===== src/rtl/trotrig_ctrl_pkg.sv =====
// Shared types and constants for the trotrig capture sequencer.
package trotrig_ctrl_pkg;

    typedef enum logic [2:0] {
        ST_IDLE,
        ST_PREFILL,
        ST_ARMED,
        ST_POST,
        ST_READOUT
    } ctrl_state_t;

    localparam int RD_LATENCY     = 1;
    localparam int TOBITS_DEFAULT = 16;

endpackage


===== src/rtl/trotrig_capture_ctrl_if.sv =====
// Show-ahead readout stream; master side is the capture controller.
interface trotrig_capture_ctrl_if #(
    parameter int DINBITS = 8
);
    logic               rd_valid;
    logic               rd_ready;
    logic [DINBITS-1:0] rd_data;
    logic               rd_last;

    modport master (output rd_valid, output rd_data, output rd_last, input rd_ready);
    modport slave  (input rd_valid, input rd_data, input rd_last, output rd_ready);
endinterface


===== src/rtl/trotrig_capture_ram.sv =====
// Simple dual-port capture buffer: synchronous write, registered read with enable.
module trotrig_capture_ram #(
    parameter int DINBITS = 8,
    parameter int ABITS   = 6
) (
    input  logic               clk,
    input  logic               we,
    input  logic [ABITS-1:0]   waddr,
    input  logic [DINBITS-1:0] wdata,
    input  logic               re,
    input  logic [ABITS-1:0]   raddr,
    output logic [DINBITS-1:0] rdata
);
    logic [DINBITS-1:0] mem [2**ABITS];

    always_ff @(posedge clk) begin
        if (we) mem[waddr] <= wdata;
        if (re) rdata <= mem[raddr];
    end
endmodule


===== src/rtl/trotrig_capture_ctrl.sv =====
// Capture sequencer for trotrig: circular pre/post-trigger capture and oldest-first readout.
// Optional ARMED-state timeout is enabled with `define TROTRIG_CTRL_TIMEOUT_EN.
module trotrig_capture_ctrl
    import trotrig_ctrl_pkg::*;
#(
    parameter int DINBITS = 8,
    parameter int ABITS   = 6
`ifdef TROTRIG_CTRL_TIMEOUT_EN
    ,
    parameter int TOBITS  = TOBITS_DEFAULT
`endif
) (
    input  logic               clk,
    input  logic               resetn,
    input  logic               arm,
    input  logic               abort,
    input  logic               enable,
    input  logic [DINBITS-1:0] din,
    input  logic [ABITS-1:0]   post_count,
    input  logic               trigger,
    output logic               trig_reset,
    output logic               busy,
    output logic               done,
    trotrig_capture_ctrl_if.master rd
`ifdef TROTRIG_CTRL_TIMEOUT_EN
    ,
    output logic               timeout
`endif
);
    localparam logic [ABITS:0]   DEPTH_W = (ABITS+1)'(2**ABITS);
    localparam logic [ABITS:0]   ONE_W   = (ABITS+1)'(1);
    localparam logic [ABITS-1:0] ONE_A   = ABITS'(1);

    ctrl_state_t        state, state_next;
    logic [ABITS-1:0]   wptr, post, remain, raddr;
    logic [ABITS:0]     fill, rd_cnt;
    logic               we, ren, q_vld, q_last, out_load, hs, prefill_done, to_expired;
    logic [DINBITS-1:0] ram_q;

    assign prefill_done = (fill + ONE_W) == (DEPTH_W - {1'b0, post});
    assign hs           = rd.rd_valid && rd.rd_ready;
    assign busy         = (state != ST_IDLE);
    assign trig_reset   = (state != ST_ARMED);

    always_ff @(posedge clk or negedge resetn) begin
        if (!resetn) state <= ST_IDLE;
        else         state <= state_next;
    end

    always_comb begin
        state_next = state;
        we         = 1'b0;
        case (state)
            ST_IDLE:    if (arm) state_next = ST_PREFILL;
            ST_PREFILL: begin
                we = enable;
                if (enable && prefill_done) state_next = ST_ARMED;
            end
            ST_ARMED: begin
                we = enable;
                if (trigger)         state_next = ST_POST;
                else if (to_expired) state_next = ST_READOUT;
            end
            ST_POST: begin
                // A zero post count leaves POST immediately without writing
                if (remain == '0) state_next = ST_READOUT;
                else begin
                    we = enable;
                    if (enable && remain == ONE_A) state_next = ST_READOUT;
                end
            end
            ST_READOUT: if (hs && rd.rd_last) state_next = ST_IDLE;
            default:    state_next = ST_IDLE;
        endcase
        if (abort) begin
            state_next = ST_IDLE;
            we         = 1'b0;
        end
    end

    always_ff @(posedge clk or negedge resetn) begin
        if (!resetn) begin
            wptr   <= '0;
            fill   <= '0;
            post   <= '0;
            remain <= '0;
            done   <= 1'b0;
        end else begin
            done <= (state == ST_READOUT) && hs && rd.rd_last && !abort;
            if (state == ST_IDLE && arm && !abort) begin
                wptr <= '0;
                fill <= '0;
                post <= post_count;
            end else if (we) begin
                wptr <= wptr + ONE_A;
                fill <= fill + ONE_W;
            end
            if (state == ST_ARMED && trigger)  remain <= post;
            else if (state == ST_POST && we)   remain <= remain - ONE_A;
        end
    end

`ifdef TROTRIG_CTRL_TIMEOUT_EN
    localparam logic [TOBITS-1:0] TO_ONE = TOBITS'(1);
    logic [TOBITS-1:0] to_cnt;

    assign to_expired = (state == ST_ARMED) && (to_cnt == '1);

    always_ff @(posedge clk or negedge resetn) begin
        if (!resetn) begin
            to_cnt  <= '0;
            timeout <= 1'b0;
        end else begin
            if (state == ST_ARMED && !trigger) to_cnt <= to_cnt + TO_ONE;
            else                               to_cnt <= '0;
            if (state == ST_IDLE && arm && !abort)       timeout <= 1'b0;
            else if (to_expired && !trigger && !abort)   timeout <= 1'b1;
        end
    end
`else
    assign to_expired = 1'b0;
`endif

    // Oldest entry sits at the final write pointer, so reads walk forward from there
    assign raddr    = wptr + rd_cnt[ABITS-1:0];
    assign out_load = q_vld && (!rd.rd_valid || rd.rd_ready);
    assign ren      = (state == ST_READOUT) && !rd_cnt[ABITS] && (!q_vld || out_load);

    trotrig_capture_ram #(
        .DINBITS (DINBITS),
        .ABITS   (ABITS)
    ) u_ram (
        .clk   (clk),
        .we    (we),
        .waddr (wptr),
        .wdata (din),
        .re    (ren),
        .raddr (raddr),
        .rdata (ram_q)
    );

    // RAM output register plus output register form a two-deep show-ahead pipeline
    always_ff @(posedge clk or negedge resetn) begin
        if (!resetn) begin
            rd_cnt      <= '0;
            q_vld       <= 1'b0;
            q_last      <= 1'b0;
            rd.rd_valid <= 1'b0;
            rd.rd_last  <= 1'b0;
            rd.rd_data  <= '0;
        end else if (abort || state != ST_READOUT) begin
            rd_cnt      <= '0;
            q_vld       <= 1'b0;
            q_last      <= 1'b0;
            rd.rd_valid <= 1'b0;
            rd.rd_last  <= 1'b0;
        end else begin
            if (ren) begin
                rd_cnt <= rd_cnt + ONE_W;
                q_last <= (rd_cnt == DEPTH_W - ONE_W);
            end
            if (ren)           q_vld <= 1'b1;
            else if (out_load) q_vld <= 1'b0;
            if (out_load) begin
                rd.rd_valid <= 1'b1;
                rd.rd_data  <= ram_q;
                rd.rd_last  <= q_last;
            end else if (rd.rd_ready) begin
                rd.rd_valid <= 1'b0;
                rd.rd_last  <= 1'b0;
            end
        end
    end
endmodule


===== src/flat_wrapper.sv =====
// flat-port wrapper written by rule: the top's interface ports become plain ports
module trotrig_capture_ctrl_flat import trotrig_ctrl_pkg::*;
#(
    parameter int DINBITS = 8,
    parameter int ABITS   = 6

)
  (clk, resetn, arm, abort, enable, din, post_count, trigger, trig_reset, busy, done, rd_rd_valid, rd_rd_data, rd_rd_last, rd_rd_ready);
  trotrig_capture_ctrl_if #(.DINBITS(DINBITS)) rd_i ();
  input  logic clk;
  input  logic resetn;
  input  logic arm;
  input  logic abort;
  input  logic enable;
  input  logic [DINBITS-1:0] din;
  input  logic [ABITS-1:0] post_count;
  input  logic trigger;
  output logic trig_reset;
  output logic busy;
  output logic done;
  output wire logic [$bits(rd_i.rd_valid)-1:0] rd_rd_valid;
  output wire logic [$bits(rd_i.rd_data)-1:0] rd_rd_data;
  output wire logic [$bits(rd_i.rd_last)-1:0] rd_rd_last;
  input wire logic [$bits(rd_i.rd_ready)-1:0] rd_rd_ready;
  assign rd_rd_valid = rd_i.rd_valid;
  assign rd_rd_data = rd_i.rd_data;
  assign rd_rd_last = rd_i.rd_last;
  assign rd_i.rd_ready = rd_rd_ready;
  trotrig_capture_ctrl #(.DINBITS(DINBITS), .ABITS(ABITS)) u_core (.clk(clk), .resetn(resetn), .arm(arm), .abort(abort), .enable(enable), .din(din), .post_count(post_count), .trigger(trigger), .trig_reset(trig_reset), .busy(busy), .done(done), .rd(rd_i));
endmodule

===== config.mk =====
export PLATFORM = sky130hd
export DESIGN_NAME = trotrig_capture_ctrl_flat
export DESIGN_NICKNAME = d
export VERILOG_FILES = /design/src/rtl/trotrig_ctrl_pkg.sv /design/src/rtl/trotrig_capture_ctrl_if.sv /design/src/rtl/trotrig_capture_ram.sv /design/src/rtl/trotrig_capture_ctrl.sv /design/src/flat_wrapper.sv
export SDC_FILE = /design/constraint.sdc
export NUM_CORES = 1
export LEC_CHECK = 0
export ABC_AREA = 1
export CAP_MARGIN = 10
export CORE_MARGIN = 8
export CORE_UTILIZATION = 62
export DETAILED_ROUTE_END_ITERATION = 7
export PLACE_DENSITY = 0.81
export SLEW_MARGIN = 15
export SYNTH_ARGS = -nofsm -noshare
export SYNTH_HDL_FRONTEND = slang
export SYNTH_SLANG_ARGS = --single-unit

===== constraint.sdc =====
create_clock -name clk -period 3.2 [get_ports clk]
set_input_delay 0.32 -clock clk [delete_from_list [all_inputs] [get_ports clk]]
set_output_delay 0.32 -clock clk [all_outputs]
set_load 0.02 [all_outputs]

# Yosys cells after proc, flatten, opt, wreduce, memory -nomap -nowiden
# Memories as Yosys holds them, arrays and structs flattened. A register that Yosys moved wholly into a read port is not among the register bits.
# Index checks and enable logic that the tools add are counted.
word_totals:
  inputBits: 21
  ff_bits: 48
  ram_bits: 512
  n_memories: 1
classes:
  eq_ne: 14
  bitwise: 1
  n_reduce_logical: 32
  mux: 31
  n_addsub: 6
memory_table:
  columns: ["name", "words", "word_bits", "rd", "rd_ports_with_merged_regs", "wr", "line_no", "source"]
  rows:
  - ["u_core.u_ram.mem", 64, 8, 1, 1, 1, "trotrig_capture_ram.sv:14", "logic [DINBITS-1:0] mem [2**ABITS];"]
ops:
  columns: ["op", "count"]
  rows:
  - ["$mux 7", 4]
  - ["$mux 6", 4]
  - ["$mux 3", 7]
  - ["$pmux 3 s5", 1]
  - ["$add 7x1->7 const B", 2]
  - ["$logic_and 1x1->1", 14]
  - ["$mux 1", 14]
  - ["$ne 3x2->1 const B", 3]
  - ["$ne 3x3->1 const B", 3]
  - ["$reduce_bool 3->1", 3]
  - ["$eq 7x6->1 const B", 1]
  - ["$eq 7x7->1", 1]
  - ["$sub 7x6->7 const A", 1]
  - ["$add 6x1->6 const B", 1]
  - ["$add 6x6->6", 1]
  - ["$eq 3x2->1 const B", 2]
  - ["$eq 6x1->1 const B", 1]
  - ["$logic_not 6->1", 1]
  - ["$reduce_bool 2->1", 3]
  - ["$sub 6x1->6 const B", 1]
  - ["$reduce_and 5->1", 1]
  - ["$logic_not 1->1", 4]
  - ["$ne 4x2->1 const B", 1]
  - ["$eq 3x1->1 const B", 1]
  - ["7 further kinds", 9]

# Logic depth before layout (Yosys ltp)
# Gate-level depths: netlist (run 1).
depth:
  ltp_word: 7
  depth_mapped: 14
  depth_no_buf: 14

# Cells and area by module
# Synthesis (run 1) repeated with hierarchy kept, for this count alone.
unflattened:
  cells_unflattened: 2161
  area_unflattened_um2: 24259.5
modules_own_cells:
  columns: ["module", "n_inst", "seq_area_each_um2", "area_per_inst_um2", "cells_per_inst"]
  rows:
  - ["trotrig_capture_ram", 1, 15615.0, 21419.3, 1805]
  - ["trotrig_capture_ctrl", 1, 1201.2, 2840.2, 356]

# Least setup slack after synthesis (run 1)
# No wires, ideal clock.
synth_timing:
  path_type: "reg-to-reg"
  start: "register u_core.wptr[0]"
  end: "register u_core.u_ram.rdata[4], read port of u_core.u_ram.mem, data pin"
  synth_period_minus_slack_ns: 2.369
  arrival_time_ns: 2.116
  setup_ns: 0.253
  path_buffers: 3
  setup_slack_ns: 0.831
  path_stages_with_launch: 15
  required_ns: 2.947
  cell_sequence: "dfrtp_1 ha_1 fa_1 buf_2 buf_2 buf_2 nor2_1 o21ai_0 o21ai_0 nand2_1 nand3_1 nand3_1 nand2_1 nand2_1 nand2_1"
synth_between:
  elab_chain_cells: 1
synth_lines:
  columns: ["element", "line_no", "source"]
  rows:
  - ["from (decl)", "trotrig_capture_ctrl.sv:35", "logic [ABITS-1:0] wptr, post, remain, raddr;"]
  - ["from (signal assigned)", "trotrig_capture_ctrl.sv:95", "wptr <= wptr + ONE_A;"]
  - ["$add 6x6->6", "trotrig_capture_ctrl.sv:125", "assign raddr = wptr + rd_cnt[ABITS-1:0];"]
  - ["to (decl)", "trotrig_capture_ram.sv:12", "output logic [DINBITS-1:0] rdata"]
# Every way passes these cells.
# A chain may end at the register's enable or synchronous reset.

# Final worst setup path (run 1)
layout_timing:
  start: "register u_core.wptr[0]"
  end: "register u_core.u_ram.rdata[1], read port of u_core.u_ram.mem, data pin"
# Same word-level chain as after synthesis.

==> results of run 1 <==
==> state kept, by name, summed over array words and instances (netlist names) <==
register	flops
u_core.fill	7
u_core.rd.rd_last	1
u_core.q_vld	1
u_core.done	1
u_core.remain	6
u_core.wptr	6
u_core.rd.rd_valid	1
u_core.u_ram.mem	512
u_core.q_last	1
u_core.post	6
u_core.u_ram.rdata	8
u_core.state	3
u_core.rd.rd_data	8
u_core.rd_cnt	7
==> report_power, final <==
group / switching, mW / internal, mW
clock network: 2.60 / 3.23
logic: 3.39 / 1.50
registers: 0.148 / 8.27
==> layout make-up <==
cell class              instances  area (um^2)  area share
diodes                          1         2.50   0.0000936
repair buffers                147         1330      0.0497
clock buffers                  71         1450      0.0541
inverters                      61          235     0.00880
well taps                     511          639      0.0239
clock inverters                23          128     0.00477
multi-input cells            1301         6130       0.230
flip-flops and latches        568        16800       0.629
==> layer usage <==
metal	GRT usage	vias to the layer above
met5	0	-
li1	-	7447
met1	0.338	8174
met2	0.436	1050
met3	0.0629	212
met4	0.137	2
==> worst max-delay path: cells and delay by family (launching register included) <==
| family | cells | cell delay (ns) |
|---|---|---|
| AND/OR/NAND/NOR | 5 | 0.65 |
| buffers and inverters | 2 | 0.34 |
| AO/OA/AOI/OAI | 3 | 0.58 |
| adder cells (fa/ha/maj) | 2 | 1.05 |
| flip-flops | 1 | 0.46 |
==> layout by cell type, fill, tap and decap left out, types with 19 or more instances in the layout <==
master	netlist	final
dfrtp_1	48	48
edfxtp_1	520	520
clkbuf_16	0	56
o22ai_1	64	64
a21oi_1	20	19
nand2_1	255	255
o21ai_1	49	48
clkdlybuf4s50_1	0	24
nand3_1	125	124
nor2_1	415	415
o21ai_0	295	295
inv_1	52	52
buf_4	8	96
==> logic make-up after synthesis <==
logic type,share of synthesized area
mux,0.00381
xor+xnor,0.00439
compound gates,0.0995
fa+ha+maj,0.00720
buf+inv,0.0315
simple gates,0.142
flops,0.711
==> through the flow <==
stage,setup slack (ns),cells,power [mW],hold slack [ns]
detailed placement,0.0307,2581,13.2,0.341
global placement,0.0952,2581,13.0,0.326
global route,-0.0607,2682,19.9,0.197
CTS,0.0449,2676,19.0,0.173
floorplan,0.831,2039,11.7,0.0244
finish,-0.00740,2683,19.1,0.208
==> repair_timing <==
action,CTS,global route
endpoints found under the hold margin,24,0
setup buffers,0,5
resized for setup,0,7
hold buffers,1,0
endpoints found under the setup margin,0,8
==> worst min-delay path by stage <==
| stage | startpoint | to | slack, ns | depth (start not counted) |
|---|---|---|---|---|
| 3_3_place_gp | resetn | u_core.rd.rd_data[1]$_DFFE_PN0P_ | 0.33 | 1 |
| 3_5_place_dp | resetn | u_core.rd.rd_data[3]$_DFFE_PN0P_ | 0.34 | 1 |
| 2_1_floorplan | resetn | u_core.done$_DFF_PN0_ | 0.02 | 0 |
| 6_report | din[2] | u_core.u_ram.mem[28][2]$_DFFE_PP_ | 0.21 | 1 |
| 4_1_cts | din[2] | u_core.u_ram.mem[20][2]$_DFFE_PP_ | 0.17 | 1 |
| 5_1_grt | din[2] | u_core.u_ram.mem[18][2]$_DFFE_PP_ | 0.20 | 1 |
==> flow_summary.toml, run 1 <==
[setup_path]
path_cells = "ha_4 -> fa_4 -> buf_12 -> buf_12 -> o21ai_0 -> o21ai_0 -> nand2_1 -> nand3_1 -> nand2_1 -> o21ai_2 -> nand2_1 -> nand2_1"
crit_end = "u_core.u_ram.rdata[1]$_DFFE_PP_"
r2r_start = "u_core.wptr[0]$_DFFE_PN0P_"
crit_required_ns = 3.67
r2r_end = "u_core.u_ram.rdata[1]$_DFFE_PP_"
reg2reg_slack_ns = -0.007
critical_path.endpoint_type = "flop"
arrival_ns = 3.67
path_max_fanout = 42
cpMostUsedCell = "nand2_1"
worst-setup-path-type = "reg2reg"
slowest_delay_ns = 0.85
crit_path_start_kind = "flop"
reg2reg_depth = 12
slowest_stage = "fa_4"
worstSetupStartpoint = "u_core.wptr[0]$_DFFE_PN0P_"

[timing]
final.setup_skew_ns = 0.0218
timing.final.ws_setup_ns = -0.00740
setup_viol = 1
finalCritPeriodShare = 1.00
setup-tns-final_ns = -0.00740
drv_slew = 0
min_period_ns = 3.21
slew_headroom = 0.170
worst_pin_slew_ns = 1.24
finalHoldViolCount = 0
fmax_ghz = 0.312

[synthesis]
synth_area_um2 = 23600
ys_warn_count = 0
synthTopCellsByArea = "edfxtp_1 66%, nor2_1 6.6%, o21ai_0 6.2%, dfrtp_1 5.1%, nand2_1 4.0%"
yosys.area.top_type_share = 0.660
yosys.area.top_type = "edfxtp_1"
syn_avg_cell_area_um2 = 11.6
yosysMostFrequentCell = "edfxtp_1"
synth-edff-count = 520
synth_cells = 2039
seq_area_frac_synth = 0.711
async_flop_share = 0.0845
syn_nets = 2073
ys_ff_latch = 568
synthTopCellsByCount = "520 x edfxtp_1, 415 x nor2_1, 295 x o21ai_0"
synth_flop_cell = "edfxtp_1"
ys_types = 41

[route]
drt_first_pass_iters = 6
drtIter0Drc = 2274
routed_wl_um = 61200
vias_per_cell = 6.29
route.met2.wl_um = 29300
postRouteAntennaNets = 0
wl_met1_um = 22200
num_vias = 16900
post_drt_wl_per_cell_um = 22.8
top_layer = "met5"
met3WireLength_um = 6670
drc = 0

[placement]
place_congestion = 0.924
post-dp-hpwl_um = 36700
placed_area_um2 = 25000
port_buffers = 33

[layout]
drive_above_1_share = 0.104
n_fill_cell = 2452
fin_area_um2 = 26700
syn_to_final_growth_pct = 13.0
nets = 2167
postLayoutCoreUtil = 0.711

[floorplan]
initial_utilization = 0.629
die_y_um = 211
pin_count = 34
floorplan.die_area_um2 = 44600
fp-row-count = 71
die_w_um = 211
core_um2 = 37600

[power]
power_density_nw_per_um2 = 716
peakVddDrop_uv = 704
cellLeakagePower_nw = 9.42

[outcome]
violations = "setup timing"
status = "complete, but fails checks"

[grt]
antenna_found_initial = 1
grt_usage = 0.269
first_global_vias = 16500
grt_overflow = 0
grt_max_degree = 93
grt_pass1_wl_um = 92300

[run]
max-cap-violations = 0

[min_path]
hp-class = "in2reg"

[clock_network]
cts_buffers = 54
clock-sinks = 568
cts-root-buf = "clkbuf_16"
clk_pin_slew_ns = 0.06
htree_levels = 2
clock_path_buffers = 3
cts_tree = "done"
clock_latency_ns = 0.60
Note: power is estimated with default switching activity, not from simulation.
==> run 2, diff against run 1 <==
--- a/config.mk
+++ b/config.mk
@@ -6,7 +6,7 @@
 export NUM_CORES = 1
 export LEC_CHECK = 0
 export ABC_AREA = 1
-export CAP_MARGIN = 10
+export CAP_MARGIN = 30
 export CORE_MARGIN = 8
 export CORE_UTILIZATION = 62
 export DETAILED_ROUTE_END_ITERATION = 7
==> flow_summary.toml, run 2 (synthesis gave the netlist of run 1 again) <==
[route]
drtIter0Drc = 2307
routed_wl_um = 60700
drc = 0
num_vias = 16800
postRouteAntennaNets = 0
post_drt_wl_per_cell_um = 22.7
drt_first_pass_iters = 6
vias_per_cell = 6.26

[setup_path]
crit_required_ns = 3.54
crit_path_start_kind = "flop"
critical_path.endpoint_type = "flop"
cpMostUsedCell = "nand2_1"
r2r_start = "u_core.wptr[0]$_DFFE_PN0P_"
worst-setup-path-type = "reg2reg"
reg2reg_slack_ns = 0.04
slowest_delay_ns = 0.94
slowest_stage = "fa_4"
cp.buffers_inverters = 1
path_max_fanout = 22
arrival_ns = 3.50
r2r_end = "u_core.u_ram.rdata[7]$_DFFE_PP_"
path_cells = "ha_4 -> fa_4 -> buf_4 -> nor2_1 -> o21ai_0 -> o21ai_0 -> nand2_1 -> nand3_1 -> nand3_1 -> nand2_1 -> nand2_1 -> nand2_1"
critical_path_depth = 12
worstSetupStartpoint = "u_core.wptr[0]$_DFFE_PN0P_"
crit_end = "u_core.u_ram.rdata[7]$_DFFE_PP_"
reg2reg_depth = 12
cp_top_family = "adder cells"

[timing]
rsz0062_at_grt = "true"
setup_viol = 0
worst_pin_slew_ns = 0.979
drv_slew = 0
timing.final.ws_setup_ns = 0.0434
finalHoldViolCount = 0
min_period_ns = 3.16
final.setup_skew_ns = 0.0209
finalCritPeriodShare = 0.986
fmax_ghz = 0.317
slew_headroom = 0.347

[floorplan]
floorplan.die_area_um2 = 44600
core_um2 = 37600
pin_count = 34
initial_utilization = 0.629
die_y_um = 211
die_w_um = 211
fp-row-count = 71

[layout]
final_common_cell = "edfxtp_1"
syn_to_final_growth_pct = 12.9
top_register = "u_core.u_ram.mem"
largest_reg_flops = 512
reg_top3 = "u_core.u_ram.mem: 512 flops, u_core.rd.rd_data: 8 flops, u_core.u_ram.rdata: 8 flops"
n_fill_cell = 2421
mostFrequentLayoutCells = "520 x edfxtp_1, 415 x nor2_1, 295 x o21ai_0, 255 x nand2_1, 125 x nand3_1"
drive_above_1_share = 0.105
antenna_cells = 0
nets = 2162

[clock_network]
clk_pin_slew_ns = 0.06
clock-sinks = 568
htree_levels = 2
clock_latency_ns = 0.60
clock_path_buffers = 3
cts-root-buf = "clkbuf_16"
cts_buffers = 54
cts_tree = "done"

[power]
peakVddDrop_uv = 562
pwr-share-seq = 0.438
p_int_mw = 13.0
cellLeakagePower_nw = 9.41
power.switching_mw = 6.18
clkPwrFrac = 0.311
power_density_nw_per_um2 = 720
swShare = 0.322
power_mw = 19.2
p_comb_frac = 0.251

[placement]
post-dp-hpwl_um = 37000
place_congestion = 0.924
dp_worst_setup_slack_ns = 0.0459
port_buffers = 33

[grt]
grt_usage = 0.270
grt_overflow = 0
grt_pass1_wl_um = 92300
grt_max_degree = 93
first_global_vias = 16400
antenna_found_initial = 1

[min_path]
hp-class = "in2reg"

[outcome]
status = "complete, no violations"

[run]
max-cap-violations = 0
[run 2: cell type report]
cell class	instances	area (um^2)	share of cell area
flip-flops and latches	568	16800	0.630
multi-input cells	1301	6130	0.229
clock buffers	74	1480	0.0553
repair buffers	142	1260	0.0472
well taps	511	639	0.0239
inverters	61	235	0.00881
clock inverters	23	149	0.00558
[run 2: per-stage QoR]
step / utilization / hold slack [ns] / instances / TNS (ns) / area, um^2
floorplan: - / 0.0244 / 2039 / 0 / 23600
global placement: 0.666 / 0.326 / 2581 / 0 / 25000
detailed placement: 0.667 / 0.342 / 2582 / 0 / 25100
CTS: 0.710 / 0.179 / 2680 / 0 / 26700
global route: 0.711 / 0.191 / 2680 / -0.108 / 26700
finish: 0.711 / 0.203 / 2680 / 0 / 26700
[run 2: power groups by stage]
stage / logic, mW / registers, mW / clock network, mW
after floorplan: 3.15 / 8.53 / 0
after global placement: 4.46 / 8.56 / 0
after detailed placement: 4.64 / 8.57 / 0
after CTS: 4.71 / 8.42 / 5.99
after global routing: 5.28 / 8.44 / 6.26
final: 4.82 / 8.42 / 5.97
[run 2: what timing repair did]
item | CTS | global route
endpoints found under the setup margin | 0 | 5
hold buffers | 1 | 0
endpoints found under the hold margin | 24 | 0
gates resized for setup | 0 | 2
buffers inserted | 0 | 0
[run 2: worst min-delay path by stage]
stage	depth (start not counted)	slack, ns	start	endpoint
2_1_floorplan	0	0.02	resetn	u_core.done$_DFF_PN0_
3_3_place_gp	1	0.33	resetn	u_core.rd.rd_data[1]$_DFFE_PN0P_
3_5_place_dp	1	0.34	resetn	u_core.rd.rd_data[3]$_DFFE_PN0P_
4_1_cts	1	0.18	din[2]	u_core.u_ram.mem[29][2]$_DFFE_PP_
5_1_grt	1	0.19	din[2]	u_core.u_ram.mem[28][2]$_DFFE_PP_
6_report	1	0.20	din[2]	u_core.u_ram.mem[28][2]$_DFFE_PP_
[run 2: metal layers]
metal / vias to the layer above / share of wire / track usage
met5: - / 0 / 0
met4: 0 / 0.048 / 0.142
met3: 190 / 0.11 / 0.0433
met2: 1069 / 0.49 / 0.442
met1: 8081 / 0.36 / 0.346
li1: 7431 / - / -
